**src/rtl/imm_pkg.sv**
```systemverilog
// rtl/imm_pkg.sv - shared mode/state types and field widths for the immediate generator
package imm_pkg;

  localparam int IMM_INSTR_W     = 24;
  localparam int IMM_ROT_FIELD_W = 4;

  typedef enum logic [2:0] {
    IMM_ZX8    = 3'b000,
    IMM_ZX12   = 3'b001,
    IMM_BRANCH = 3'b010,
    IMM_ROTATE = 3'b011,
    IMM_OFFSET = 3'b100,
    IMM_RSV5   = 3'b101,
    IMM_RSV6   = 3'b110,
    IMM_RSV7   = 3'b111
  } imm_src_e;

  typedef enum logic [1:0] {
    IDLE = 2'd0,
    ROT  = 2'd1,
    OUT  = 2'd2
  } imm_state_e;

endpackage

```
**src/rtl/imm_gen_unit_if.sv**
```systemverilog
// rtl/imm_gen_unit_if.sv - request/result handshake bundle between decode and the immediate generator
interface imm_gen_unit_if #(
  parameter int DATA_W = 32
);
  import imm_pkg::*;

  logic                   flush_i;
  logic                   valid_i;
  logic                   ready_o;
  logic [IMM_INSTR_W-1:0] instr_i;
  logic [2:0]             imm_src_i;
  logic                   valid_o;
  logic                   ready_i;
  logic [DATA_W-1:0]      imm_o;
  logic                   carry_o;
  logic                   err_o;

  modport master (
    output flush_i, valid_i, instr_i, imm_src_i, ready_i,
    input  ready_o, valid_o, imm_o, carry_o, err_o
  );

  modport slave (
    input  flush_i, valid_i, instr_i, imm_src_i, ready_i,
    output ready_o, valid_o, imm_o, carry_o, err_o
  );

endinterface

```
**src/rtl/imm_rotator.sv**
```systemverilog
// rtl/imm_rotator.sv - combinational rotate-right of one word by a small variable amount, with carry-out
module imm_rotator
  import imm_pkg::*;
#(
  parameter int DATA_W = 32,
  parameter int AMT_W  = IMM_ROT_FIELD_W + 1
) (
  input  logic [DATA_W-1:0] i_data,
  input  logic [AMT_W-1:0]  i_amt,
  output logic [DATA_W-1:0] o_data,
  output logic              o_carry
);

  // A left shift by DATA_W yields zero, so amount 0 passes the word through unchanged.
  assign o_data  = (i_data >> i_amt) | (i_data << (DATA_W - int'(i_amt)));
  assign o_carry = (i_amt != '0) & o_data[DATA_W-1];

endmodule

```
**src/rtl/imm_gen_unit.sv**
```systemverilog
// rtl/imm_gen_unit.sv - registered immediate generator with valid/ready handshake and flush
// Define IMM_ROTATE_EN to compile in the multi-cycle rotated-imm8 mode (011).
module imm_gen_unit
  import imm_pkg::*;
#(
  parameter int DATA_W      = 32,
  parameter int ROT_PER_CYC = 8
) (
  input  logic          clk_i,
  input  logic          rst_i,
  imm_gen_unit_if.slave bus
);

  if (!((DATA_W == 32 || DATA_W == 64) && ROT_PER_CYC >= 2 &&
        ROT_PER_CYC <= DATA_W && (ROT_PER_CYC % 2) == 0)) begin : g_bad_cfg
    $error("imm_gen_unit: unsupported DATA_W/ROT_PER_CYC combination");
  end

  imm_state_e        r_state;
  imm_state_e        w_state_nxt;
  imm_src_e          w_src;
  logic [DATA_W-1:0] r_imm;
  logic [DATA_W-1:0] w_imm_nr;
  logic [DATA_W-1:0] w_zx8;
  logic [DATA_W-1:0] w_zx12;
  logic              r_err;
  logic              w_err_nr;
  logic              w_ready;
  logic              w_accept;
  logic              w_rot_start;
  logic              w_rot_done;

  assign w_src  = imm_src_e'(bus.imm_src_i);
  assign w_zx8  = DATA_W'(bus.instr_i[7:0]);
  assign w_zx12 = DATA_W'(bus.instr_i[11:0]);

  always_comb begin
    w_imm_nr = '0;
    w_err_nr = 1'b0;
    case (w_src)
      IMM_ZX8:    w_imm_nr = w_zx8;
      IMM_ZX12:   w_imm_nr = w_zx12;
      IMM_BRANCH: w_imm_nr = {{(DATA_W-IMM_INSTR_W-2){bus.instr_i[IMM_INSTR_W-1]}},
                              bus.instr_i, 2'b00};
      IMM_OFFSET: w_imm_nr = bus.instr_i[IMM_INSTR_W-1] ? w_zx12 : ('0 - w_zx12);
`ifdef IMM_ROTATE_EN
      // Loaded unrotated; the ROT state walks it into place.
      IMM_ROTATE: w_imm_nr = w_zx8;
`endif
      default:    w_err_nr = 1'b1;
    endcase
  end

  assign w_ready     = !bus.flush_i & ((r_state == IDLE) | ((r_state == OUT) & bus.ready_i));
  assign w_accept    = bus.valid_i & w_ready;
  assign bus.ready_o = w_ready;

`ifdef IMM_ROTATE_EN
  localparam int REM_W = IMM_ROT_FIELD_W + 1;

  logic [REM_W-1:0]  r_rem;
  logic [REM_W-1:0]  w_rot_amt;
  logic [REM_W-1:0]  w_step;
  logic [DATA_W-1:0] w_rot_data;
  logic              w_rot_carry;
  logic              r_carry;

  assign w_rot_amt   = {bus.instr_i[11:8], 1'b0};
  assign w_rot_start = (w_src == IMM_ROTATE) & (w_rot_amt != '0);
  assign w_step      = (int'(r_rem) > ROT_PER_CYC) ? REM_W'(ROT_PER_CYC) : r_rem;
  assign w_rot_done  = (r_rem == w_step);

  imm_rotator #(
    .DATA_W (DATA_W),
    .AMT_W  (REM_W)
  ) u_rot (
    .i_data  (r_imm),
    .i_amt   (w_step),
    .o_data  (w_rot_data),
    .o_carry (w_rot_carry)
  );

  always_ff @(posedge clk_i) begin
    if (rst_i) begin
      r_rem   <= '0;
      r_carry <= 1'b0;
    end else if (w_accept) begin
      r_rem   <= w_rot_amt;
      r_carry <= 1'b0;
    end else if ((r_state == ROT) && !bus.flush_i) begin
      r_rem   <= r_rem - w_step;
      r_carry <= w_rot_carry;
    end
  end

  assign bus.carry_o = r_carry;
`else
  assign w_rot_start = 1'b0;
  assign w_rot_done  = 1'b1;
  assign bus.carry_o = 1'b0;
`endif

  always_comb begin
    w_state_nxt = r_state;
    if (bus.flush_i) begin
      w_state_nxt = IDLE;
    end else begin
      case (r_state)
        IDLE:    if (w_accept) w_state_nxt = w_rot_start ? ROT : OUT;
        ROT:     if (w_rot_done) w_state_nxt = OUT;
        OUT:     if (bus.ready_i) w_state_nxt = !w_accept ? IDLE : (w_rot_start ? ROT : OUT);
        default: w_state_nxt = IDLE;
      endcase
    end
  end

  always_ff @(posedge clk_i) begin
    if (rst_i) begin
      r_state <= IDLE;
      r_imm   <= '0;
      r_err   <= 1'b0;
    end else begin
      r_state <= w_state_nxt;
      if (w_accept) begin
        r_imm <= w_imm_nr;
        r_err <= w_err_nr;
      end
`ifdef IMM_ROTATE_EN
      else if ((r_state == ROT) && !bus.flush_i) begin
        r_imm <= w_rot_data;
      end
`endif
    end
  end

  assign bus.valid_o = (r_state == OUT);
  assign bus.imm_o   = r_imm;
  assign bus.err_o   = r_err;

endmodule

```
**src/flat_wrapper.sv**
```systemverilog
// flat-port wrapper written by rule: the top's interface ports become plain ports
module imm_gen_unit_flat import imm_pkg::*;
#(
  parameter int DATA_W      = 32,
  parameter int ROT_PER_CYC = 8
)
  (clk_i, rst_i, bus_flush_i, bus_valid_i, bus_instr_i, bus_imm_src_i, bus_ready_i, bus_ready_o, bus_valid_o, bus_imm_o, bus_carry_o, bus_err_o);
  imm_gen_unit_if #(.DATA_W(DATA_W)) bus_i ();
  input  logic clk_i;
  input  logic rst_i;
  input wire logic [$bits(bus_i.flush_i)-1:0] bus_flush_i;
  input wire logic [$bits(bus_i.valid_i)-1:0] bus_valid_i;
  input wire logic [$bits(bus_i.instr_i)-1:0] bus_instr_i;
  input wire logic [$bits(bus_i.imm_src_i)-1:0] bus_imm_src_i;
  input wire logic [$bits(bus_i.ready_i)-1:0] bus_ready_i;
  output wire logic [$bits(bus_i.ready_o)-1:0] bus_ready_o;
  output wire logic [$bits(bus_i.valid_o)-1:0] bus_valid_o;
  output wire logic [$bits(bus_i.imm_o)-1:0] bus_imm_o;
  output wire logic [$bits(bus_i.carry_o)-1:0] bus_carry_o;
  output wire logic [$bits(bus_i.err_o)-1:0] bus_err_o;
  assign bus_i.flush_i = bus_flush_i;
  assign bus_i.valid_i = bus_valid_i;
  assign bus_i.instr_i = bus_instr_i;
  assign bus_i.imm_src_i = bus_imm_src_i;
  assign bus_i.ready_i = bus_ready_i;
  assign bus_ready_o = bus_i.ready_o;
  assign bus_valid_o = bus_i.valid_o;
  assign bus_imm_o = bus_i.imm_o;
  assign bus_carry_o = bus_i.carry_o;
  assign bus_err_o = bus_i.err_o;
  imm_gen_unit #(.DATA_W(DATA_W), .ROT_PER_CYC(ROT_PER_CYC)) u_core (.clk_i(clk_i), .rst_i(rst_i), .bus(bus_i));
endmodule
```
**config.mk**
```make
export PLATFORM = sky130hd
export DESIGN_NAME = imm_gen_unit_flat
export DESIGN_NICKNAME = d
export VERILOG_FILES = /design/src/rtl/imm_pkg.sv /design/src/rtl/imm_gen_unit_if.sv /design/src/rtl/imm_rotator.sv /design/src/rtl/imm_gen_unit.sv /design/src/flat_wrapper.sv
export SDC_FILE = /design/constraint.sdc
export NUM_CORES = 1
export LEC_CHECK = 0
export ABC_CLOCK_PERIOD_IN_PS = 1600
export CORE_ASPECT_RATIO = 0.6
export CORE_MARGIN = 4
export CORE_UTILIZATION = 27
export DETAILED_ROUTE_END_ITERATION = 12
export HOLD_SLACK_MARGIN = 0.02
export PLACE_DENSITY = 0.6
export SYNTH_ARGS = -nofsm -noshare
export SYNTH_HDL_FRONTEND = slang
export SYNTH_HIERARCHICAL = 1
export SYNTH_SLANG_ARGS = --single-unit
```
**constraint.sdc**
```tcl
create_clock -name clk_i -period 1.6 [get_ports clk_i]
set_input_delay 0.32 -clock clk_i [delete_from_list [all_inputs] [get_ports clk_i]]
set_output_delay 0.32 -clock clk_i [all_outputs]
set_load 0.02 [all_outputs]
```
Word level (Yosys, flattened, before mapping)
Cells that the tools add are included.
{"block": "classes", "n_addsub": 1, "eq_ne": 7, "muxes": 7, "bitwise_logic": 4, "n_reduce_logical": 6}
{"operator": "$pmux W32 S4", "n": 1}
{"operator": "$mux W32", "n": 1}
{"operator": "$sub A1 B12 Y13 const A", "n": 1}
{"operator": "$mux W2", "n": 3}
{"operator": "$pmux W2 S3", "n": 1}
{"operator": "$reduce_or A4 Y1", "n": 1}
{"operator": "$and A1 B1 Y1", "n": 3}
{"operator": "$eq A3 B1 Y1 const B", "n": 1}
{"operator": "$eq A3 B2 Y1 const B", "n": 1}
{"operator": "$eq A3 B3 Y1 const B", "n": 1}
{"operator": "$logic_not A3 Y1", "n": 1}
{"operator": "$eq A2 B1 Y1 const B", "n": 1}
{"operator": "$eq A2 B2 Y1 const B", "n": 1}
{"operator": "$logic_not A2 Y1", "n": 1}
{"operator": "$ne A2 B1 Y1 const B", "n": 1}
{"operator": "$ne A2 B2 Y1 const B", "n": 1}
{"operator": "$reduce_and A2 Y1", "n": 1}
{"operator": "$reduce_or A2 Y1", "n": 1}
{"operator": "$logic_not A1 Y1", "n": 1}
{"operator": "$mux W1", "n": 1}
{"operator": "$or A1 B1 Y1", "n": 1}
{"block": "word_totals", "regBits": 35, "inputBits": 32, "output_inout_bits": 36, "elab_cells": 28}

Longest topological paths before layout
Gate-level depths: netlist (run 1).
{"block": "depth", "ltp_word": 8, "depth_mapped": 8, "mapped_depth_nobuf": 7}

Worst setup path before layout (run 1)
Ideal clock, no wire load.
{"block": "synth_timing", "path_type": "input-to-reg", "startpoint": "input port bus_instr_i[5]", "endpoint": "register u_core.r_imm[15], in the netlist u_core/bus.imm_o[15]", "setup_ps": 132, "arrival_ps": 1469, "required_time_ps": 1468, "setup_slack_ps": -1, "cell_stages": 6, "n_path_buf": 1, "path_cell_list": "nor4_4 nand3_2 o31ai_4 buf_6 a21o_1 a21oi_1"}
{"block": "synth_via", "elab_chain_len": 3}
{"element": "start: declaration", "line_no": "flat_wrapper.sv:13", "text": "input wire logic [$bits(bus_i.instr_i)-1:0] bus_instr_i;"}
{"element": "$sub A1 B12 Y13", "line_no": "imm_gen_unit.sv:45", "text": "IMM_OFFSET: w_imm_nr = bus.instr_i[IMM_INSTR_W-1] ? w_zx12 : ('0 - w_zx12);"}
{"element": "$mux W32", "line_no": "imm_gen_unit.sv:45"}
{"element": "$pmux W32 S4", "line_no": "imm_gen_unit.sv:40", "text": "case (w_src)"}
{"element": "end signal: assignment", "line_no": "imm_gen_unit.sv:125", "text": "r_imm <= w_imm_nr;"}
{"element": "end: declaration", "line_no": "imm_gen_unit.sv:22", "text": "logic [DATA_W-1:0] r_imm;"}
No other way between the ends.
A chain may end at the register's enable or synchronous reset.

Final worst setup path (run 1)
{"block": "layout_timing", "startpoint": "input port bus_ready_i", "endpoint": "output port bus_ready_o"}
{"block": "layout_via", "elab_chain_len": 3}
{"element": "start: declaration", "line_no": "flat_wrapper.sv:15", "text": "input wire logic [$bits(bus_i.ready_i)-1:0] bus_ready_i;"}
{"element": "$and A1 B1 Y1", "line_no": "imm_gen_unit.sv:54", "text": "assign w_ready = !bus.flush_i & ((r_state == IDLE) | ((r_state == OUT) & bus.ready_i));"}
{"element": "$or A1 B1 Y1", "line_no": "imm_gen_unit.sv:54"}
{"element": "$and A1 B1 Y1", "line_no": "imm_gen_unit.sv:54"}
{"element": "end: declaration", "line_no": "flat_wrapper.sv:16", "text": "output wire logic [$bits(bus_i.ready_o)-1:0] bus_ready_o;"}
No other way between the ends.

==> flow_metrics.py, run 1 <==
metrics = {
    "outcome": {
        "outcome": "finished, final reports clean",
    },
    "grt": {
        "antenna_found_initial": 0,
        "grt_pass1_vias": 1962,
        "gr-total-overflow": 0,
        "grt_max_degree": 30,
        "track_usage": 0.1523,
        "grt_pass1_wl_um": 9915,
    },
    "logic_synthesis": {
        "synth_seq_area_share": 0.3232,
        "synth_cells": 230,
        "netlist_area_sq_um": 1734,
        "synth_edf_count": 0,
        "yosys_most_used_dff": "dfxtp_1",
        "synth_warnings": 6,
        "synth_area_per_cell_sq_um": 7.540,
        "synth-async-reset-ratio": 0,
        "synth-seq-cells": 28,
        "syn_nets": 263,
        "yosys.cell_types.count": 48,
    },
    "place": {
        "place_ws_ns": -0.7245,
        "dp.cells": 400,
        "io_buffers": 66,
        "dpl_cell_area_sq_um": 2754,
        "dp_hpwl_um": 4655,
        "place_congestion": 0.9533,
    },
    "worst_setup_path": {
        "crit_required_ns": 1.28,
        "crit_arrival_ns": 1.24,
        "end_kind": "output pin",
        "critPathMaxFanout": 2,
        "r2r-start": "u_core/r_state[1]",
        "start_kind": "input port",
        "worstSetupPathType": "input port to output pin",
        "r2r_cells": 6,
        "r2r_slack_ns": 0.30,
        "reg2reg_to": "u_core/bus.imm_o[7]",
    },
    "cts": {
        "postCtsHoldBufs": 0,
        "cts_max_path_buffers": 2,
        "clk_latency_ns": 0.28,
        "root_buffer": "clkbuf_8",
        "cts_tree": "built",
        "clk_pin_slew_ns": 0.09,
        "cts_buffers": 3,
        "htree_levels": 1,
        "cts_sinks": 28,
    },
    "min_path": {
        "hp-class": "flip-flop to flip-flop",
        "min_to": "u_core/bus.imm_o[23]",
        "worstHoldStart": "u_core/bus.imm_o[23]",
        "hold_path_depth": 2,
    },
    "floorplan": {
        "die-width_um": 111.5,
        "die_h_um": 70.08,
        "ios": 68,
        "core-area_sq_um": 6166,
        "rows": 22,
        "fp.dieArea_sq_um": 7811,
        "initial_core_util": 0.2812,
    },
    "route": {
        "drt-initial-drc-count": 129,
        "antenna_left": 0,
        "drc_errors": 0,
        "wirelength_um": 6064,
        "via_per_inst": 4.909,
        "vias": 2003,
        "wl_per_cell_um": 14.86,
        "drtPass1Iterations": 5,
    },
    "finish": {
        "final_common_cell": "nand2_1",
        "antenna_cells": 0,
        "layout_common_cells": "nand2_1, buf_4, clkdlybuf4s50_1, dfxtp_1, a21oi_1",
        "fin_nets": 358,
        "drive_gt1_frac": 0.2346,
        "final_cell_count_no_fill": 408,
        "multi_input_comb_area_sq_um": 1114,
        "nFillCells": 625,
        "area_growth_pct": 70.64,
        "final_area_sq_um": 2959,
        "regArea_sq_um": 560.5,
    },
    "sta": {
        "finalHoldWorstSlack_ns": 0.4531,
        "setup_ws_ns": 0.03906,
        "rsz0062_at_grt": "yes",
        "setup_violations": 0,
        "maxSlewViolCount": 0,
        "period_share": 0.9756,
        "finalHoldViolations": 0,
        "max_freq_mhz": 640.6,
        "clock-skew-final_ns": 0.006008,
        "min_period_ns": 1.561,
    },
    "power_and_ir_drop": {
        "power_uw": 1739,
        "max-vdd-ir-drop_v": 0.0004459,
        "pwr_density_cell_nw_per_um2": 587.8,
        "power.leakage_uw": 0.001366,
    },
    "job": {
        "cap_viol_max_count": 0,
    },
}
flip-flops by register name, summed over array words and instances, names as in the netlist:
| register | count |
|---|---|
| u_core/bus.imm_o | 26 |
| u_core/bus.err_o | 1 |
| u_core/r_state | 1 |
cells in the mapped netlist (2+ instances only):
cell type | number | share of area
buf_2 | 4 | 0.012
a221oi_1 | 6 | 0.030
nand3_1 | 2 | 0.0058
dfxtp_1 | 28 | 0.32
nor2b_1 | 5 | 0.018
o21ai_0 | 4 | 0.012
a21o_1 | 12 | 0.052
nor3_1 | 8 | 0.023
buf_4 | 7 | 0.030
nor3b_1 | 2 | 0.0087
clkbuf_1 | 11 | 0.024
inv_1 | 5 | 0.011
xor2_1 | 3 | 0.015
nor2_1 | 18 | 0.039
a211oi_1 | 8 | 0.035
a21o_2 | 4 | 0.020
nand2b_1 | 2 | 0.0072
nand2_1 | 41 | 0.089
a22oi_1 | 5 | 0.022
a31oi_1 | 2 | 0.0072
a21oi_1 | 26 | 0.075
cells by family (layout without fill, tap and decap cells):
| logic type | count (synthesis) | after routing | synth area share |
|---|---|---|---|
| and+or+nand+nor | 88 | 88 | 0.2453 |
| other | 1 | 1 | 0.002162 |
| adders and majority gates | 1 | 1 | 0.007214 |
| xor gates and xnor gates | 3 | 3 | 0.01515 |
| AOI/OAI and AO/OA | 79 | 79 | 0.3153 |
| DFF | 28 | 28 | 0.3232 |
| muxes | 1 | 1 | 0.005772 |
| buffers and inverters | 29 | 123 | 0.08586 |
cell type report:
type	count	share of cell area
multi-input cells	173	0.3763
repair buffers	114	0.3683
flip-flops and latches	28	0.1894
well taps	84	0.03552
clock buffers	3	0.01395
clock inverters	1	0.01015
inverters	5	0.006342
how the worst max path moves through the flow:
stage / startpoint / endpoint / slack (ns) / depth (start not counted)
after detailed placement: bus_instr_i[1] / u_core/bus.imm_o[30] / -0.72 / 7
after floorplan: bus_instr_i[5] / u_core/bus.imm_o[15] / -0.001 / 6
after global placement: bus_instr_i[1] / u_core/bus.imm_o[30] / -0.73 / 7
after CTS: u_core/bus.imm_o[7] / bus_imm_o[7] / 0.005 / 1
final: bus_ready_i / bus_ready_o / 0.04 / 4
after global routing: bus_ready_i / u_core/bus.imm_o[7] / 0.00008 / 7
per-layer routing:
layer,track usage,wire [um]
met1,0.2352,3147
met5,0,0
met3,0.03810,496
met2,0.2184,2392
met4,0.01215,28
critical path: stages:
cell and delay [ns]:
clkdlybuf4s50_1 0.49, nor2b_2 0.05, nor2_1 0.08, clkdlybuf4s15_1 0.30
per-stage QoR:
stage,setup TNS (ns),utilization
after floorplan,-0.01134,-
after global placement,-15.74,0.4466
after detailed placement,-15.71,0.4466
after CTS,0,0.4685
after global routing,0,0.4799
final,0,0.4799
timing repair:
item | CTS | global route
resized for setup | 41 | 29
endpoints found under the setup margin | 36 | 35
endpoints found under the hold margin | 0 | 0
buffers inserted | 4 | 0
pin swaps | 7 | 3
report_power, final:
group,switching (uW),internal (uW),leakage (uW),total [uW]
Clock,228,335,0.0000357,563
Combinational,227,231,0.00110,458
Sequential,7.77,711,0.000227,718
Total,463,1280,0.00137,1740
No activity file was read; power rests on OpenSTA's default activity.
==> inputs of run 2 (changes only) <==
--- a/config.mk
+++ b/config.mk
@@ -5,13 +5,14 @@
 export SDC_FILE = /design/constraint.sdc
 export NUM_CORES = 1
 export LEC_CHECK = 0
-export ABC_CLOCK_PERIOD_IN_PS = 1600
+export ABC_CLOCK_PERIOD_IN_PS = 2000
 export CORE_ASPECT_RATIO = 0.6
 export CORE_MARGIN = 4
 export CORE_UTILIZATION = 27
 export DETAILED_ROUTE_END_ITERATION = 12
+export GPL_TIMING_DRIVEN = 1
 export HOLD_SLACK_MARGIN = 0.02
-export PLACE_DENSITY = 0.6
+export PLACE_DENSITY = 0.58
 export SYNTH_ARGS = -nofsm -noshare
 export SYNTH_HDL_FRONTEND = slang
 export SYNTH_HIERARCHICAL = 1
==> constraint.sdc (replaced) <==
create_clock -name clk_i -period 2 [get_ports clk_i]
set_input_delay 0.4 -clock clk_i [delete_from_list [all_inputs] [get_ports clk_i]]
set_output_delay 0.4 -clock clk_i [all_outputs]
set_load 0.02 [all_outputs]
==> run 2 against run 1 <==
Core utilization fell by 2.6 points. Clock-buffer cell count unchanged. Register-to-register slack gained 0.39 ns. Hold slack improved by 0.0050 ns. Clock power down 45%. First-iteration DRC count is 36% lower. Combinational power fell by 23%. Non-clock buffer count decreased by 2. Final area fell by 5.4%. Sequential share of layout area up 1.1 points. Via count rose by 0.55%. Critical path type is now input port to flip-flop. Largest power group unchanged.
==> flow_metrics.py, run 2 (synthesized netlist as in run 1, its figures left out) <==
metrics = {
    "outcome": {
        "outcome": "finished, final reports clean",
    },
    "place": {
        "io_buffers": 66,
        "place_congestion": 0.8941,
        "dp_hpwl_um": 4746,
    },
    "finish": {
        "final_common_cell": "clkdlybuf4s50_1",
        "area_growth_pct": 61.47,
        "layout_common_cells": "clkdlybuf4s50_1, buf_4, nand2_1, dfxtp_1, a21oi_1",
        "multi_input_comb_area_sq_um": 1050,
        "drive_gt1_frac": 0.1994,
        "regArea_sq_um": 560.5,
        "antenna_cells": 0,
        "largest_register_ffs": 26,
        "final_util": 0.4541,
        "fin_nets": 356,
        "nFillCells": 645,
    },
    "worst_setup_path": {
        "path_cells": "clkdlybuf4s50_1, or3b_4, buf_4, nor3_1, a21oi_1, o211a_1, a211oi_1",
        "cp-startpoint": "bus_imm_src_i[2]",
        "r2r-start": "u_core/r_state[1]",
        "worstSetupPathType": "input port to flip-flop",
        "cp_slowest_cell": "clkdlybuf4s50_1",
        "crit_arrival_ns": 2.13,
        "cp.depth": 7,
        "critPathMaxStageDelay_ns": 0.53,
        "start_kind": "input port",
        "crit_required_ns": 2.19,
        "critPathMaxFanout": 4,
        "crit_buf_inv": 2,
        "r2r_cells": 5,
        "end_kind": "flip-flop",
        "critPathTopFamily": "buffers and inverters",
    },
    "route": {
        "vias": 2014,
        "antenna_left": 0,
        "drt-initial-drc-count": 83,
        "drc_errors": 0,
        "wl_per_cell_um": 15.25,
        "wirelength_um": 6176,
        "drtPass1Iterations": 4,
        "via_per_inst": 4.973,
    },
    "min_path": {
        "worstHoldStart": "u_core/bus.imm_o[24]",
        "hold_path_depth": 2,
        "hp-class": "flip-flop to flip-flop",
    },
    "grt": {
        "gr-total-overflow": 0,
        "track_usage": 0.1514,
        "antenna_found_initial": 0,
        "grt_pass1_vias": 1904,
        "grt_max_degree": 32,
        "grt_pass1_wl_um": 9887,
    },
    "sta": {
        "finalHoldViolations": 0,
        "setup_violations": 0,
        "relSlewSlack": 0.6284,
        "max_freq_mhz": 515.5,
        "period_share": 0.9699,
        "rsz0062_at_grt": "no",
        "tns_ns": 0,
        "clock-skew-final_ns": 0.005898,
        "tightest_slew_ns": 0.5557,
        "finalHoldWorstSlack_ns": 0.4581,
        "maxSlewViolCount": 0,
        "min_period_ns": 1.940,
    },
    "power_and_ir_drop": {
        "pwr_density_cell_nw_per_um2": 441.9,
        "max-vdd-ir-drop_v": 0.0003609,
        "power_uw": 1237,
        "power.leakage_uw": 0.001035,
    },
    "cts": {
        "root_buffer": "clkbuf_8",
        "clk_pin_slew_ns": 0.10,
        "htree_levels": 1,
        "cts_tree": "built",
        "clk_latency_ns": 0.27,
        "cts_max_path_buffers": 2,
        "cts_sinks": 28,
        "cts_buffers": 3,
    },
    "floorplan": {
        "ios": 68,
        "fp.dieArea_sq_um": 7811,
        "die-width_um": 111.5,
        "die_h_um": 70.08,
        "core-area_sq_um": 6166,
        "rows": 22,
        "initial_core_util": 0.2812,
    },
    "job": {
        "cap_viol_max_count": 0,
    },
}
==> run 2: path summary, 6_finish.rpt <==
check,endpoint,slack [ns]
min,u_core/bus.imm_o[24],0.46
max,u_core/bus.imm_o[2],0.06
max reg2reg,u_core/bus.imm_o[10],0.69
min reg2reg,u_core/bus.imm_o[24],0.46
==> run 2: metrics by stage <==
stage / worst slack [ns] / cells / area (sq um)
floorplan: 0.3188 / 230 / 1734
global placement: -0.2667 / 401 / 2724
detailed placement: -0.2707 / 401 / 2724
CTS: 0.03131 / 404 / 2764
global route: 0.003258 / 405 / 2800
finish: 0.06021 / 405 / 2800
==> run 2: layer usage <==
metal | vias to the layer above | wire [um] | track usage
li1 | 994 | - | -
met1 | 944 | 3054 | 0.2284
met2 | 76 | 2588 | 0.2164
met3 | 0 | 533 | 0.04762
met4 | 0 | 0 | 0.01215
met5 | - | 0 | 0
==> run 2: cell type report <==
type,instances,area share
Clock buffer,3,0.01475
Inverter,5,0.006702
Sequential cell,28,0.2002
Multi-Input combinational cell,173,0.3749
Tap cell,84,0.03753
Timing Repair Buffer,112,0.3660
==> run 2: what timing repair did <==
action / CTS / global route
setup endpoints to repair: 1 / 13
buffers inserted: 0 / 1
resized for setup: 1 / 10
pin swaps: 0 / 1
hold buffers: 0 / 0
==> run 2: report_power, final <==
part,internal [uW],switching (uW)
sequential,569,6.72
combinational,179,174
clock,135,174
==> run 2: worst min-delay path: stages, from the launching register on <==
cell     delay, ns
dfxtp_1       0.32
nand2_1       0.05
a21oi_1       0.05
==> inputs of run 3 (changes only) <==
--- a/config.mk
+++ b/config.mk
@@ -8,11 +8,11 @@
 export ABC_CLOCK_PERIOD_IN_PS = 2000
 export CORE_ASPECT_RATIO = 0.6
 export CORE_MARGIN = 4
-export CORE_UTILIZATION = 27
+export CORE_UTILIZATION = 35
 export DETAILED_ROUTE_END_ITERATION = 12
 export GPL_TIMING_DRIVEN = 1
 export HOLD_SLACK_MARGIN = 0.02
-export PLACE_DENSITY = 0.58
+export PLACE_DENSITY = 0.71
 export SYNTH_ARGS = -nofsm -noshare
 export SYNTH_HDL_FRONTEND = slang
 export SYNTH_HIERARCHICAL = 1
==> run 3 against run 2 <==
Combinational power about the same. Highest routed layer unchanged. Critical path type unchanged. Sequential power about the same. Sequential share of layout area increased by 0.15 points. Global-route usage increased by 3.3 points.
==> flow_metrics.py, run 3 (synthesized netlist as in run 1, its figures left out) <==
metrics = {
    "outcome": {
        "outcome": "finished, final reports clean",
    },
    "grt": {
        "grt_pass1_vias": 1911,
        "gr-total-overflow": 0,
        "antenna_found_initial": 0,
        "grt_max_degree": 32,
        "grt_pass1_wl_um": 9522,
        "track_usage": 0.1847,
    },
    "route": {
        "drt-initial-drc-count": 138,
        "vias": 1988,
        "via_per_inst": 5.177,
        "wl_per_cell_um": 14.75,
        "drtPass1Iterations": 4,
        "drc_errors": 0,
        "wirelength_um": 5665,
        "antenna_left": 0,
    },
    "sta": {
        "tns_ns": 0,
        "clock-skew-final_ns": 0.001843,
        "finalHoldWorstSlack_ns": 0.4558,
        "finalHoldViolations": 0,
        "max_freq_mhz": 520.7,
        "setup_violations": 0,
        "rsz0062_at_grt": "no",
        "period_share": 0.9602,
        "maxSlewViolCount": 0,
        "min_period_ns": 1.920,
    },
    "job": {
        "cap_viol_max_count": 0,
    },
    "power_and_ir_drop": {
        "swShare": 0.2775,
        "pwr-share-comb": 0.287,
        "clock_power_share": 0.245,
        "intPower_uw": 886.8,
        "max-vdd-ir-drop_v": 0.0003148,
        "pwr_density_cell_nw_per_um2": 441.7,
        "power.leakage_uw": 0.001016,
        "power_switching_uw": 340.6,
        "pwr-share-seq": 0.469,
    },
    "cts": {
        "clk_pin_slew_ns": 0.09,
        "cts_buffers": 3,
        "postCtsHoldBufs": 0,
        "htree_levels": 1,
        "clk_latency_ns": 0.27,
        "cts_max_path_buffers": 2,
        "cts_sinks": 28,
        "root_buffer": "clkbuf_8",
        "cts_tree": "built",
    },
    "place": {
        "dp.cells": 380,
        "place_congestion": 0.8938,
        "dpl_cell_area_sq_um": 2710,
        "dp_hpwl_um": 4438,
        "io_buffers": 66,
    },
    "worst_setup_path": {
        "critPathTopFamily": "buffers and inverters",
        "critPathMaxFanout": 14,
        "r2r_slack_ns": 0.71,
        "start_kind": "input port",
        "cp_slowest_cell": "clkdlybuf4s50_1",
        "worstSetupPathType": "input port to flip-flop",
        "end_kind": "flip-flop",
        "crit_arrival_ns": 2.12,
        "critPathMaxStageDelay_ns": 0.53,
        "crit_required_ns": 2.20,
        "path_cells": "clkdlybuf4s50_1, or3b_1, nor2_1, o31ai_4, buf_12, a21o_2, a21oi_1",
        "crit_buf_inv": 2,
    },
    "floorplan": {
        "die_h_um": 62.53,
        "die-width_um": 98.88,
        "ios": 68,
        "initial_core_util": 0.3703,
        "core-area_sq_um": 4683,
        "fp.dieArea_sq_um": 6182,
        "rows": 19,
    },
    "min_path": {
        "hp-class": "flip-flop to flip-flop",
    },
    "finish": {
        "final_area_sq_um": 2779,
        "layout_common_cells": "clkdlybuf4s50_1, buf_4, nand2_1, dfxtp_1, a21oi_1",
        "final_cell_count_no_fill": 384,
        "fin_nets": 356,
        "largest_register_ffs": 26,
        "antenna_cells": 0,
        "area_growth_pct": 60.25,
        "drive_gt1_frac": 0.1869,
        "final_common_cell": "clkdlybuf4s50_1",
    },
}
## run 3: changes by cell type in the layout (fill, tap and decap cells not counted), sizes merged
cell | before | now
clkdlybuf4s50 | 62 | 65
dlymetal6s2s | 3 | 0
## run 3: layout make-up
class / instances / area (sq um)
Fill cell: 433 / 1904
Multi-Input combinational cell: 173 / 1037
Clock buffer: 3 / 41.29
Sequential cell: 28 / 560.5
Timing Repair Buffer: 112 / 1042
Tap cell: 63 / 78.83
Inverter: 5 / 18.77
## run 3: final timing paths
check,startpoint,cells after the start,endpoint
hold / removal,u_core/bus.imm_o[19],2,u_core/bus.imm_o[19]
setup reg to reg,u_core/r_state[1],6,u_core/bus.imm_o[2]
setup / recovery,bus_imm_src_i[2],7,u_core/bus.imm_o[14]
hold reg to reg,u_core/bus.imm_o[19],2,u_core/bus.imm_o[19]
## run 3: metal layers
layer  GRT usage  vias up  part of all wire  routed length (um)
met1      0.2735      921              0.50                2806
met5           0        -                 0                   0
met2      0.2734       75              0.42                2392
met4     0.01874        0                 0                   0
met3     0.05128        0             0.082                 465
li1            -      992                 -                   -
## run 3: metrics by stage
step	util	setup WS (ns)	total power [uW]
finish	0.5934	0.07950	1227
global route	0.5934	0.008603	1298
CTS	0.5915	0.07813	1240
detailed placement	0.5787	-0.3409	933.6
global placement	0.5787	-0.3132	930.7
floorplan	-	0.3188	729.9
## run 3: worst register-to-register path, cell delays in order (launching register included)
cell	delay, ns
dfxtp_1	0.35
nand2b_1	0.08
nand3_1	0.14
buf_12	0.19
nand2_1	0.10
o211a_1	0.12
a211oi_1	0.21
## run 3: power groups by stage
stage	registers [uW]	clock network (uW)	logic, uW
2_1_floorplan	601	0	129
3_3_place_gp	588	0	343
3_5_place_dp	588	0	345
4_1_cts	576	315	349
5_1_grt	577	339	382
6_report	575	301	352
## run 3: what timing repair did
item	in CTS	in global routing
resized for setup	1	2
endpoints found under the setup margin	15	2
pin swaps	1	0
buffers inserted	1	0
